--- config.mk ---
export PLATFORM = sky130hd
export DESIGN_NAME = cva6_feature_ctrl
export DESIGN_NICKNAME = d
export VERILOG_FILES = /design/src/rtl/cva6_feature_pkg.sv /design/src/rtl/cva6_cfg_info_rom.sv /design/src/rtl/cva6_feature_ctrl.sv
export SDC_FILE = /design/constraint.sdc
export NUM_CORES = 1
export LEC_CHECK = 0
export CELL_PAD_IN_SITES_DETAIL_PLACEMENT = 1
export CELL_PAD_IN_SITES_GLOBAL_PLACEMENT = 2
export CORE_MARGIN = 2
export CORE_UTILIZATION = 20
export DETAILED_ROUTE_END_ITERATION = 10
export PLACE_DENSITY_LB_ADDON = 0.1
export SETUP_SLACK_MARGIN = 0.3
export SYNTH_ARGS = -nofsm -noshare
export SYNTH_HDL_FRONTEND = slang
export SYNTH_SLANG_ARGS = --single-unit
--- constraint.sdc ---
create_clock -name clk_i -period 1.59 [get_ports clk_i]
set_input_delay 0.3975 -clock clk_i [delete_from_list [all_inputs] [get_ports clk_i]]
set_output_delay 0.3975 -clock clk_i [all_outputs]
set_load 0.05 [all_outputs]
--- src/rtl/cva6_feature_pkg.sv ---
// cva6_feature_pkg: core configuration type, feature indices, register map and derivation helpers
package cva6_feature_pkg;
  typedef struct packed {
    int unsigned XLEN;
    int unsigned FLen;
    int unsigned NrCommitPorts;
    int unsigned NrIssuePorts;
    int unsigned NrWbPorts;
    logic RVF;
    logic RVD;
    logic RVC;
    logic RVB;
    logic RVV;
    logic CvxifEn;
    logic RVZiCond;
    logic ZKN;
    int unsigned ICACHE_LINE_WIDTH;
    int unsigned ICACHE_SET_ASSOC;
    int unsigned ICACHE_INDEX_WIDTH;
    int unsigned DCACHE_LINE_WIDTH;
    int unsigned DCACHE_SET_ASSOC;
    int unsigned DCACHE_INDEX_WIDTH;
    int unsigned PtLevels;
    int unsigned VpnLen;
    logic MmuPresent;
  } cva6_cfg_t;

  localparam cva6_cfg_t cva6_cfg_empty = '{
    XLEN: 32, FLen: 0, NrCommitPorts: 0, NrIssuePorts: 0, NrWbPorts: 0,
    RVF: 1'b0, RVD: 1'b0, RVC: 1'b0, RVB: 1'b0, RVV: 1'b0, CvxifEn: 1'b0, RVZiCond: 1'b0, ZKN: 1'b0,
    ICACHE_LINE_WIDTH: 0, ICACHE_SET_ASSOC: 0, ICACHE_INDEX_WIDTH: 0,
    DCACHE_LINE_WIDTH: 0, DCACHE_SET_ASSOC: 0, DCACHE_INDEX_WIDTH: 0,
    PtLevels: 0, VpnLen: 0, MmuPresent: 1'b0
  };

  localparam cva6_cfg_t cv64a6_cfg = '{
    XLEN: 64, FLen: 64, NrCommitPorts: 1, NrIssuePorts: 1, NrWbPorts: 4,
    RVF: 1'b1, RVD: 1'b1, RVC: 1'b1, RVB: 1'b0, RVV: 1'b0, CvxifEn: 1'b0, RVZiCond: 1'b0, ZKN: 1'b0,
    ICACHE_LINE_WIDTH: 128, ICACHE_SET_ASSOC: 4, ICACHE_INDEX_WIDTH: 12,
    DCACHE_LINE_WIDTH: 128, DCACHE_SET_ASSOC: 8, DCACHE_INDEX_WIDTH: 12,
    PtLevels: 3, VpnLen: 27, MmuPresent: 1'b1
  };

  localparam int unsigned FEAT_RVF      = 0;
  localparam int unsigned FEAT_RVD      = 1;
  localparam int unsigned FEAT_RVC      = 2;
  localparam int unsigned FEAT_RVB      = 3;
  localparam int unsigned FEAT_RVV      = 4;
  localparam int unsigned FEAT_CVXIF    = 5;
  localparam int unsigned FEAT_RVZICOND = 6;
  localparam int unsigned FEAT_ZKN      = 7;

  localparam int unsigned OFF_FEAT_EN = 0;
  localparam int unsigned OFF_STATUS  = 1;
  localparam int unsigned OFF_LOCK    = 2;

  typedef enum logic [1:0] {IDLE, FLUSH, WAIT, APPLY} state_e;

  function automatic logic [7:0] cap_mask(cva6_cfg_t cfg);
    cap_mask = {cfg.ZKN, cfg.RVZiCond, cfg.CvxifEn, cfg.RVV, cfg.RVB, cfg.RVC, cfg.RVD, cfg.RVF};
  endfunction

  function automatic logic [31:0] info_word(cva6_cfg_t cfg, int unsigned idx);
    info_word = idx == 0 ? {4'b0, cfg.NrWbPorts[3:0], cfg.NrIssuePorts[3:0], cfg.NrCommitPorts[3:0],
                            cfg.FLen[7:0], cfg.XLEN[7:0]} :
                idx == 1 ? {cfg.ICACHE_LINE_WIDTH[15:0], cfg.ICACHE_SET_ASSOC[7:0], cfg.ICACHE_INDEX_WIDTH[7:0]} :
                idx == 2 ? {cfg.DCACHE_LINE_WIDTH[15:0], cfg.DCACHE_SET_ASSOC[7:0], cfg.DCACHE_INDEX_WIDTH[7:0]} :
                idx == 3 ? {16'b0, cfg.PtLevels[3:0], cfg.VpnLen[7:0], 3'b0, cfg.MmuPresent} : 32'b0;
  endfunction
endpackage

--- src/rtl/cva6_cfg_info_rom.sv ---
// cva6_cfg_info_rom: combinational word-address to read-only configuration info word
module cva6_cfg_info_rom import cva6_feature_pkg::*; #(
  parameter cva6_cfg_t   CVA6Cfg     = cva6_cfg_empty,
  parameter int unsigned NrInfoWords = 8,
  parameter int unsigned AddrW       = 4
) (
  input  logic [AddrW-1:0]        addr,
  output logic [CVA6Cfg.XLEN-1:0] info
);
  localparam int unsigned XLEN = CVA6Cfg.XLEN;
  logic [31:0] idx;
  assign idx  = 32'(addr);
  assign info = idx < NrInfoWords ? XLEN'(info_word(CVA6Cfg, idx)) : '0;
endmodule

--- src/rtl/cva6_feature_ctrl.sv ---
// cva6_feature_ctrl: config info words plus lockable feature-enable mask applied via flush/idle handshake
module cva6_feature_ctrl import cva6_feature_pkg::*; #(
  parameter cva6_cfg_t             CVA6Cfg       = cva6_cfg_empty,
  parameter int unsigned           NrInfoWords   = 8,
  parameter int unsigned           NrFeatures    = 8,
  parameter logic [NrFeatures-1:0] FeatRstMask   = '1,
  parameter int unsigned           IdleCycles    = 2,
  parameter int unsigned           TimeoutCycles = 1024,
  parameter int unsigned           AddrW         = $clog2(NrInfoWords + 3)
) (
  input  logic                    clk_i,
  input  logic                    rst_ni,
  input  logic                    req_i,
  input  logic                    we_i,
  input  logic [AddrW-1:0]        addr_i,
  input  logic [CVA6Cfg.XLEN-1:0] wdata_i,
  output logic                    gnt_o,
  output logic                    rvalid_o,
  output logic [CVA6Cfg.XLEN-1:0] rdata_o,
  output logic                    err_o,
  output logic                    flush_req_o,
  input  logic                    flush_ack_i,
  input  logic                    pipeline_idle_i,
  output logic [NrFeatures-1:0]   feat_en_o,
  output logic                    feat_update_o
);
  localparam int unsigned XLEN = CVA6Cfg.XLEN;
  localparam int unsigned TmoW = $clog2(TimeoutCycles + 1);
  localparam int unsigned IdlW = $clog2(IdleCycles + 1);
  localparam logic [NrFeatures-1:0] CapMask = NrFeatures'(cap_mask(CVA6Cfg));
  localparam logic [AddrW-1:0] AddrFeat   = AddrW'(NrInfoWords + OFF_FEAT_EN);
  localparam logic [AddrW-1:0] AddrStatus = AddrW'(NrInfoWords + OFF_STATUS);
  localparam logic [AddrW-1:0] AddrLock   = AddrW'(NrInfoWords + OFF_LOCK);

  state_e state_q, state_d;
  logic [NrFeatures-1:0] pending_q, wmask;
  logic [TmoW-1:0] tmo_q;
  logic [IdlW-1:0] idle_q;
  logic [XLEN-1:0] info, status, rdata_d;
  logic lock_q, abort_q, busy, err_d, abort_set, timeout, idle_done;
  logic is_info, is_feat, is_status, is_lock, wr_feat, wr_lock, rd_status;
  logic wdata_unused;

  cva6_cfg_info_rom #(.CVA6Cfg(CVA6Cfg), .NrInfoWords(NrInfoWords), .AddrW(AddrW)) i_info_rom (
    .addr(addr_i),
    .info(info)
  );

  assign wdata_unused = ^wdata_i;
  assign busy      = state_q != IDLE;
  assign is_info   = 32'(addr_i) < NrInfoWords;
  assign is_feat   = addr_i == AddrFeat;
  assign is_status = addr_i == AddrStatus;
  assign is_lock   = addr_i == AddrLock;
  // Mask writes stall rather than queue, so pending_q never changes under an in-flight apply.
  assign gnt_o     = req_i & ~(we_i & is_feat & busy);
  assign wmask     = wdata_i[NrFeatures-1:0] & CapMask;
  assign wr_feat   = gnt_o & we_i & is_feat & ~lock_q;
  assign wr_lock   = gnt_o & we_i & is_lock & ~lock_q & wdata_i[0];
  assign rd_status = gnt_o & ~we_i & is_status;
  assign status    = XLEN'({pending_q, 5'b0, abort_q, lock_q, busy});
  assign rdata_d   = ~gnt_o | we_i ? '0 :
                     is_info ? info :
                     is_feat ? XLEN'(feat_en_o) :
                     is_status ? status :
                     is_lock ? XLEN'(lock_q) : '0;
  assign err_d     = gnt_o & (we_i ? ~((is_feat | is_lock) & ~lock_q) : ~(is_info | is_feat | is_status | is_lock));
  assign timeout   = tmo_q >= TmoW'(TimeoutCycles - 1);
  assign idle_done = pipeline_idle_i & (idle_q == IdlW'(IdleCycles - 1));
  assign flush_req_o = state_q == FLUSH;
  // Progress (ack or idle reached) takes priority over a same-cycle timeout.
  assign abort_set = timeout & (state_q == FLUSH & ~flush_ack_i | state_q == WAIT & ~idle_done);

  always_comb begin
    state_d = state_q;
    case (state_q)
      IDLE:    state_d = wr_feat && wmask != feat_en_o ? FLUSH : IDLE;
      FLUSH:   state_d = flush_ack_i ? WAIT : timeout ? IDLE : FLUSH;
      WAIT:    state_d = idle_done ? APPLY : timeout ? IDLE : WAIT;
      default: state_d = IDLE;
    endcase
  end

  always_ff @(posedge clk_i or negedge rst_ni) begin
    if (!rst_ni) begin
      state_q       <= IDLE;
      rvalid_o      <= 1'b0;
      rdata_o       <= '0;
      err_o         <= 1'b0;
      pending_q     <= '0;
      lock_q        <= 1'b0;
      abort_q       <= 1'b0;
      tmo_q         <= '0;
      idle_q        <= '0;
      feat_en_o     <= FeatRstMask & CapMask;
      feat_update_o <= 1'b0;
    end else begin
      state_q       <= state_d;
      rvalid_o      <= gnt_o;
      rdata_o       <= rdata_d;
      err_o         <= err_d;
      pending_q     <= wr_feat ? wmask : pending_q;
      lock_q        <= lock_q | wr_lock;
      abort_q       <= abort_set | (abort_q & ~rd_status);
      tmo_q         <= state_q == FLUSH || state_q == WAIT ? tmo_q + TmoW'(1) : '0;
      idle_q        <= state_q == WAIT && pipeline_idle_i ? idle_q + IdlW'(1) : '0;
      feat_en_o     <= state_q == APPLY ? pending_q : feat_en_o;
      feat_update_o <= state_q == APPLY;
    end
  end
endmodule
## Yosys cells after proc, flatten, opt, wreduce, memory -nomap -nowiden

Index checks and enable logic that the tools add are counted.

| cells by class | value |
|---|---|
| add/sub/neg operators | 2 |
| order comparisons | 2 |
| equal/unequal tests | 7 |
| mux-type cells | 14 |
| bitwise logic cells | 33 |
| reductions and logical operators | 4 |

Operator list:

| cell | count |
|---|---|
| $mux W32 | 2 |
| $logic_not A32 Y1 | 1 |
| $and A1 B1 Y1 | 16 |
| $eq A4 B4 Y1 const B | 3 |
| $add A11 B1 Y11 const B | 1 |
| $ge A11 B10 Y1 const B | 1 |
| $mux W11 | 1 |
| $not A1 Y1 | 9 |
| $mux W2 | 4 |
| $or A1 B1 Y1 | 8 |
| $mux W3 | 2 |
| $mux W6 | 1 |
| $eq A2 B1 Y1 const B | 2 |
| $eq A2 B2 Y1 const B | 2 |
| $lt A4 B4 Y1 const B | 1 |
| $pmux W2 S2 | 1 |
| $mux W1 | 3 |
| $add A2 B1 Y2 const B | 1 |
| $reduce_bool A2 Y1 | 1 |
| $logic_and A1 B1 Y1 | 1 |
| $logic_or A1 B1 Y1 | 1 |

| storage, ports and cells | value |
|---|---|
| flip-flop bits (word level) | 52 |
| bits of input ports | 42 |
| output and inout port bits | 45 |
| logic and storage cells | 71 |

## Logic depth before layout (Yosys ltp)

Gate-level depths: netlist (run 1).

| logic depth | value |
|---|---|
| depth in word-level cells | 10 |
| gate-level depth with buffers | 5 |
| gate-level depth less buffers | 5 |

## Cells and area by module

A second synthesis (run 1) with hierarchy kept.

| second synthesis, totals | value |
|---|---|
| cells, all modules | 209 |
| area total of the unflattened synthesis | 2377.3 µm² |

By module, submodules not included:

| module | instances | cells each | area each (µm²) |
|---|---|---|---|
| cva6_feature_ctrl | 1 | 176 | 2128.3 |
| cva6_cfg_info_rom | 1 | 33 | 249.0 |

## Worst setup path after synthesis (run 1)

OpenSTA, ideal clock, no wires.

| path | value |
|---|---|
| kind | register to output |
| start point | register state_q[0] |
| end point | output port gnt_o |
| arrival | 1356 ps |
| data required time | 1192 ps |
| slack | -164 ps |
| stages on the path, launching flop included | 5 |
| path through | dfrtp_1 inv_1 ha_1 nor3_1 nor2_1 |

| on the way | value |
|---|---|
| cells in the longest elaborated chain, start to end | 4 |

Ends and longest elaborated chain:

| element | line | text |
|---|---|---|
| start, declared | cva6_feature_ctrl.sv:35 | `state_e state_q, state_d;` |
| start signal, assigned | cva6_feature_ctrl.sv:98 | `state_q <= state_d;` |
| $reduce_bool A2 Y1 | cva6_feature_ctrl.sv:50 | `assign busy = state_q != IDLE;` |
| $and A1 B1 Y1 | cva6_feature_ctrl.sv:56 | `assign gnt_o = req_i & ~(we_i & is_feat & busy);` |
| $not A1 Y1 | cva6_feature_ctrl.sv:56 |  |
| $and A1 B1 Y1 | cva6_feature_ctrl.sv:56 |  |
| end, declared | cva6_feature_ctrl.sv:17 | `output logic gnt_o,` |

No other way between the ends.

## Final worst setup path (run 1)

| path | value |
|---|---|
| start point | input port addr_i[0] |
| end point | output port gnt_o |

| on the way | value |
|---|---|
| cells in the longest elaborated chain, start to end | 5 |

Ends and longest elaborated chain:

| element | line | text |
|---|---|---|
| start, declared | cva6_feature_ctrl.sv:15 | `input logic [AddrW-1:0] addr_i,` |
| $eq A4 B4 Y1 | cva6_feature_ctrl.sv:52 | `assign is_feat = addr_i == AddrFeat;` |
| $and A1 B1 Y1 (2 in a row) | cva6_feature_ctrl.sv:56 |  |
| $not A1 Y1 | cva6_feature_ctrl.sv:56 |  |
| $and A1 B1 Y1 | cva6_feature_ctrl.sv:56 |  |

No other way between the ends.

==> impl_metrics.py, run 1 <==
metrics = {
    "clocking": {
        "clk_latency_ns": 0.26,
        "tritoncts": "yes",
        "cts-root-buf": "clkbuf_8",
        "clk_pin_slew_worst_paths_ns": 0.09,
        "cts_buffers": 3,
        "clockBufferDepth": 2,
        "clkSinkCount": 24,
        "holdBufCountCts": 0,
        "htreeDepth": 1,
    },
    "floorplanning": {
        "ios": 87,
        "initial_core_util_pct": 20.79,
        "core.rowCount": 30,
        "die_width_microns": 88.27,
        "fp.dieH_microns": 88.27,
        "die-area_sq_mm": 0.007791,
        "coreArea_sq_mm": 0.006832,
    },
    "synth": {
        "synth_cell_types": 33,
        "synth_edf_count": 0,
        "syn_inst": 149,
        "yosysTopAreaCellShare_pct": 42.29,
        "synth_top_area_cell": "dfrtp_1",
        "yosysWarnings": 0,
        "synth-seq-cells": 24,
        "avgSynthCellArea_sq_um": 9.531,
        "async_flop_share_pct": 100.0,
        "synthFlopType": "dfrtp_1",
        "synthesis.area_sq_mm": 0.001420,
        "netlist_top_cells_area": "dfrtp_1, buf_4, ha_1, inv_1, nor2_1",
        "seq_area_frac_synth_pct": 42.29,
    },
    "sta": {
        "setup_violations": 2,
        "finalHoldViolations": 0,
        "fin_skew_ns": 0.002892,
        "grt_setup_unrepaired": "yes",
        "fin_crit_ns": 1.713,
        "worst_slack_ns": -0.1235,
        "min_period_over_period_pct": 107.8,
        "setup_tns_ns": -0.1559,
        "report.final.slew_viol_count": 0,
        "max_freq_mhz": 583.6,
    },
    "placement": {
        "gp_congestion": 0.7738,
        "place_inst": 274,
        "dp_hpwl_mm": 2.390,
        "io_buffers": 19,
    },
    "run": {
        "max_cap_viol_count": 0,
    },
    "critical_path": {
        "endpoint_kind": "output pin",
        "r2r-start": "tmo_q[1]$_DFF_PN0_",
        "r2r_end": "tmo_q[10]$_DFF_PN0_",
        "cp.required_ns": 1.19,
        "crit_type": "input port to output pin",
        "critPathLaunchType": "input port",
        "arrival_ns": 1.32,
        "crit_fanout": 2,
        "reg2reg_slack_ns": 0.21,
        "r2r_cells": 4,
    },
    "routing": {
        "drcViolationCount": 0,
        "num_vias": 1135,
        "initialDrtViolationCount": 8,
        "drtAntennaViolNets": 0,
        "drtPass1Iterations": 2,
        "finalWirelength_mm": 3.373,
        "wl_per_cell_microns": 11.47,
        "vias_per_cell": 3.861,
    },
    "hold_path": {
        "hp-start": "addr_i[1]",
        "whs_endpoint": "rdata_o[5]$_DFF_PN0_",
        "hold_depth": 3,
        "min-delay-path-class": "input port to register",
    },
    "pwr": {
        "swShare_pct": 34.96,
        "pwr-share-seq_pct": 47.3,
        "p_int_uw": 857.2,
        "finalPower_uw": 1318,
        "switchingPower_uw": 460.7,
        "power_density_mw_per_mm2": 627.4,
        "power_frac_comb_pct": 24.5,
        "vdd_drop_max_uv": 257.8,
        "clkPwrFrac_pct": 28.1,
        "p_leak_uw": 0.0009406,
    },
    "status": {
        "violations": "setup timing",
        "outcome": "finished, violations left",
    },
    "layout": {
        "diodes": 0,
        "instances_no_fill": 294,
        "drive_gt1_share_pct": 37.88,
        "area_growth_pct": 47.93,
        "nets": 248,
        "n_fill_cell": 805,
    },
    "grt": {
        "grt_pass1_vias": 1183,
        "grt_overflow": 0,
        "antenna_found_initial": 0,
        "grt_use_total_pct": 9.119,
        "grt_start_max_net_pins": 25,
        "grt_pass1_wl_mm": 5.478,
    },
}
-- cell usage in the layout, fill, tap and decap left out, types with 2 or more instances in the layout --
cell type         n
inv_1             9
clkbuf_8          3
xnor2_1           2
dfrtp_2           3
nor3_2            2
buf_6             3
o21ai_1           2
clkdlybuf4s50_1   5
inv_2             2
buf_4            28
buf_12            8
a21oi_2           5
or3_4             4
dlygate4sd2_1     2
nand3_1           4
conb_1           36
nand4_1           2
nor2_1            9
o31ai_1           3
o21ai_0           5
ha_1              2
dfrtp_1          21
ha_4              3
nand2_1           7
-- worst max-delay path by stage --
stage                          from    end  slack [ns]  cells past startpoint
6_report                  addr_i[0]  gnt_o       -0.12                      5
5_1_grt                   addr_i[0]  gnt_o       -0.16                      5
4_1_cts        state_q[0]$_DFF_PN0_  gnt_o        -0.1                      5
3_5_place_dp              addr_i[0]  gnt_o       -0.44                      5
3_3_place_gp              addr_i[0]  gnt_o       -0.42                      5
2_1_floorplan             addr_i[0]  gnt_o        0.15                      3
-- cells in the mapped netlist, types with 3 or more instances --
cell type and number:
a21oi_1 7, buf_4 36, dfrtp_1 24, ha_1 6
inv_1 11, nand2_1 8, nand3_1 4, nor2_1 10
nor3_1 3, o21ai_0 7, o31ai_1 3, or3_1 3
-- logic make-up (layout without fill, tap and decap cells) --
logic type	Yosys count	in the layout	share of synthesized area, %
buffers and inverters	48	62	22.20
AND/OR/NAND/NOR	42	42	16.74
AO/OA/AOI/OAI	25	25	11.37
flip-flops	24	24	42.29
adder cells (fa/ha/maj)	6	6	5.286
XOR/XNOR	3	3	1.851
other	1	36	0.2641
-- power groups by stage --
stage	Combinational (uW)	Sequential, uW	Clock, uW
6_report	324	624	371
4_1_cts	314	624	396
5_1_grt	342	626	429
3_5_place_dp	314	636	0
3_3_place_gp	313	636	0
2_1_floorplan	281	649	0
-- critical path, cell delays in order --
cell and delay [ns]:
buf_6 0.09, or3_4 0.39, nor3_4 0.22, nor2_4 0.07
buf_8 0.15
-- state kept, by name, summed over array words and instances, names as in the netlist --
| signal | flops |
|---|---|
| idle_q | 2 |
| feat_update_o | 1 |
| state_q | 2 |
| tmo_q | 11 |
| rvalid_o | 1 |
| abort_q | 1 |
| err_o | 1 |
| rdata_o | 4 |
| lock_q | 1 |
-- metrics by stage --
step | area (sq um) | hold slack [ns] | setup WS, ns | util (%)
floorplan | 1598 | 0.1019 | 0.1527 | -
global placement | 1802 | 0.4235 | -0.4196 | 26.37
detailed placement | 1802 | 0.4301 | -0.4410 | 26.37
CTS | 2011 | 0.3966 | -0.09625 | 29.43
global route | 2101 | 0.3980 | -0.1583 | 30.75
finish | 2101 | 0.4074 | -0.1235 | 30.75
-- layout make-up --
| class | count | area, sq um | area share, % |
|---|---|---|---|
| Timing Repair Buffer | 48 | 491.7 | 23.41 |
| Sequential cell | 24 | 604.3 | 28.77 |
| Multi-Input combinational cell | 112 | 802.0 | 38.18 |
| Clock buffer | 3 | 41.29 | 1.965 |
| Inverter | 11 | 41.29 | 1.965 |
| Tap cell | 96 | 120.1 | 5.718 |
-- what timing repair did --
action	in CTS	in global routing
pin swaps	9	8
endpoints found under the setup margin	13	14
buffers inserted	14	3
cloned	0	0
gates resized for setup	35	15
-- layer usage --
layer	global-route usage (%)	part of all wire, %	wire (microns)	up-vias
met5	0	0	0	-
met4	4.270	2.2	74	0
met3	1.026	4.1	139	6
met2	16.47	54	1824	40
met1	10.75	40	1334	552
li1	-	-	-	537
Note: power is estimated with default switching activity, not from simulation.
==> inputs of run 2 (changes only) <==
--- a/config.mk
+++ b/config.mk
@@ -7,7 +7,6 @@
 export LEC_CHECK = 0
 export CELL_PAD_IN_SITES_DETAIL_PLACEMENT = 1
 export CELL_PAD_IN_SITES_GLOBAL_PLACEMENT = 2
-export CORE_MARGIN = 2
 export CORE_UTILIZATION = 20
 export DETAILED_ROUTE_END_ITERATION = 10
 export PLACE_DENSITY_LB_ADDON = 0.1
==> run 2 against run 1 <==
- the flow still finishes with violations (setup timing)
- register-to-register slack got worse by 0.11 ns
- sequential share of layout area rose by 0.64 points
- worst setup slack improved by 0.015 ns
- clock power rose by 12%
- combinational power fell by 2%
- worst hold slack got worse by 0.0018 ns
- clock-buffer cell count rose by 1
- highest routed layer unchanged
==> impl_metrics.py, run 2 (same netlist as run 1, synthesis figures left out) <==
metrics = {
    "status": {
        "outcome": "finished, violations left",
        "violations": "setup timing",
    },
    "layout": {
        "final_common_cell": "conb_1",
        "regMostFlops": "tmo_q",
        "nets": 245,
        "area_growth_pct": 45.02,
        "largest_reg_flops": 11,
        "drive_gt1_share_pct": 35.71,
        "n_fill_cell": 803,
        "regArea_sq_um": 605.6,
        "reg_top3": "tmo_q (11), rdata_o (4)",
        "multi_input_area_sq_um": 768.2,
        "diodes": 0,
        "final_cell_mix": "conb_1, buf_4, dfrtp_1, nor2_1, inv_1",
    },
    "routing": {
        "vias_per_cell": 3.791,
        "num_vias": 1107,
        "drtAntennaViolNets": 0,
        "drcViolationCount": 0,
        "drtPass1Iterations": 3,
        "wl_per_cell_microns": 10.63,
        "initialDrtViolationCount": 18,
        "finalWirelength_mm": 3.105,
    },
    "clocking": {
        "htreeDepth": 1,
        "cts-root-buf": "clkbuf_8",
        "holdBufCountCts": 0,
        "clkSinkCount": 24,
        "cts_buffers": 3,
        "clockBufferDepth": 2,
        "clk_latency_ns": 0.26,
        "tritoncts": "yes",
        "clk_pin_slew_worst_paths_ns": 0.08,
    },
    "critical_path": {
        "arrival_ns": 1.30,
        "crit_type": "input port to output pin",
        "endpoint_kind": "output pin",
        "cp.required_ns": 1.19,
        "critPathLaunchType": "input port",
        "crit_fanout": 2,
    },
    "floorplanning": {
        "die_width_microns": 86.27,
        "core.rowCount": 30,
        "fp.dieH_microns": 86.27,
        "initial_core_util_pct": 20.79,
        "die-area_sq_mm": 0.007442,
        "coreArea_sq_mm": 0.006832,
        "ios": 87,
    },
    "pwr": {
        "vdd_drop_max_uv": 234.6,
        "finalPower_uw": 1358,
        "p_leak_uw": 0.0009236,
        "power_density_mw_per_mm2": 659.5,
    },
    "grt": {
        "grt_pass1_vias": 1142,
        "grt_start_max_net_pins": 25,
        "grt_use_total_pct": 9.006,
        "grt_pass1_wl_mm": 5.264,
        "antenna_found_initial": 0,
        "grt_overflow": 0,
    },
    "sta": {
        "min_period_over_period_pct": 106.8,
        "fin_crit_ns": 1.699,
        "setup_violations": 2,
        "hold_slack_ns": 0.4056,
        "worst_slack_ns": -0.1085,
        "grt_setup_unrepaired": "yes",
        "max_freq_mhz": 588.7,
        "report.final.slew_viol_count": 0,
        "fin_skew_ns": 0.001563,
        "finalHoldViolations": 0,
    },
    "placement": {
        "gp_congestion": 0.7755,
        "dp_hpwl_mm": 2.335,
        "io_buffers": 19,
    },
    "hold_path": {
        "min-delay-path-class": "input port to register",
    },
    "run": {
        "max_cap_viol_count": 0,
    },
}
## run 2: cell count changes in the layout (fill, tap and decap cells not counted), moves of 2 or more
cell / previous run / this run
nor3_1: 0 / 2
buf_6: 3 / 5
buf_4: 28 / 24
nor3_2: 2 / 0
o21ai_1: 2 / 0
## run 2: metal layers
| metal | vias up | global-route usage (%) | wire length [microns] |
|---|---|---|---|
| li1 | 531 | - | - |
| met1 | 535 | 11.12 | 1323 |
| met5 | - | 0 | 0 |
| met4 | 0 | 4.545 | 40 |
| met3 | 2 | 0.8571 | 119 |
| met2 | 39 | 15.66 | 1621 |
## run 2: cell type report
type | instances | share of cell area, %
multi-input cells | 112 | 37.30
flip-flops and latches | 24 | 29.40
inverters | 11 | 2.005
repair buffers | 45 | 22.78
clock buffers | 4 | 2.673
well taps | 96 | 5.832
## run 2: metrics by stage
step	setup WS [ns]	util, %	instances	setup TNS, ns	instance area [sq um]
floorplan	0.1527	-	184	0	1598
global placement	-0.4195	26.48	275	-0.4195	1809
detailed placement	-0.4585	26.48	275	-0.4858	1809
CTS	-0.09648	29.25	289	-0.1375	1998
global route	-0.1646	30.15	292	-0.2406	2059
finish	-0.1085	30.15	292	-0.1419	2059
## run 2: final timing paths
| path | start | endpoint | slack (ns) | depth (start not counted) |
|---|---|---|---|---|
| setup / recovery | addr_i[2] | gnt_o | -0.11 | 5 |
| hold / removal | addr_i[2] | rdata_o[5]$_DFF_PN0_ | 0.41 | 3 |
| setup reg to reg | state_q[0]$_DFF_PN0_ | abort_q$_DFF_PN0_ | 0.10 | 7 |
| hold reg to reg | idle_q[0]$_DFF_PN0_ | idle_q[0]$_DFF_PN0_ | 0.44 | 1 |
| max in group asynchronous | rst_ni | tmo_q[2]$_DFF_PN0_ | 0.83 | 2 |
| min in group asynchronous | rst_ni | tmo_q[7]$_DFF_PN0_ | 0.50 | 2 |
## run 2: repair_timing
action | in CTS | in global routing
buffers inserted | 10 | 3
pin swaps | 9 | 7
gates resized for setup | 36 | 8
endpoints found under the setup margin | 15 | 11
## run 2: worst max-delay path, cell delays in order
cell and delay [ns]:
buf_6 0.09, or3_4 0.39, nor3_4 0.22, nor2_4 0.05
buf_6 0.15
## run 2: report_power, final
| group | internal [uW] | switching (uW) |
|---|---|---|
| sequential | 619 | 4.54 |
| clock | 221 | 195 |
| combinational | 65.9 | 252 |
| total | 906 | 452 |
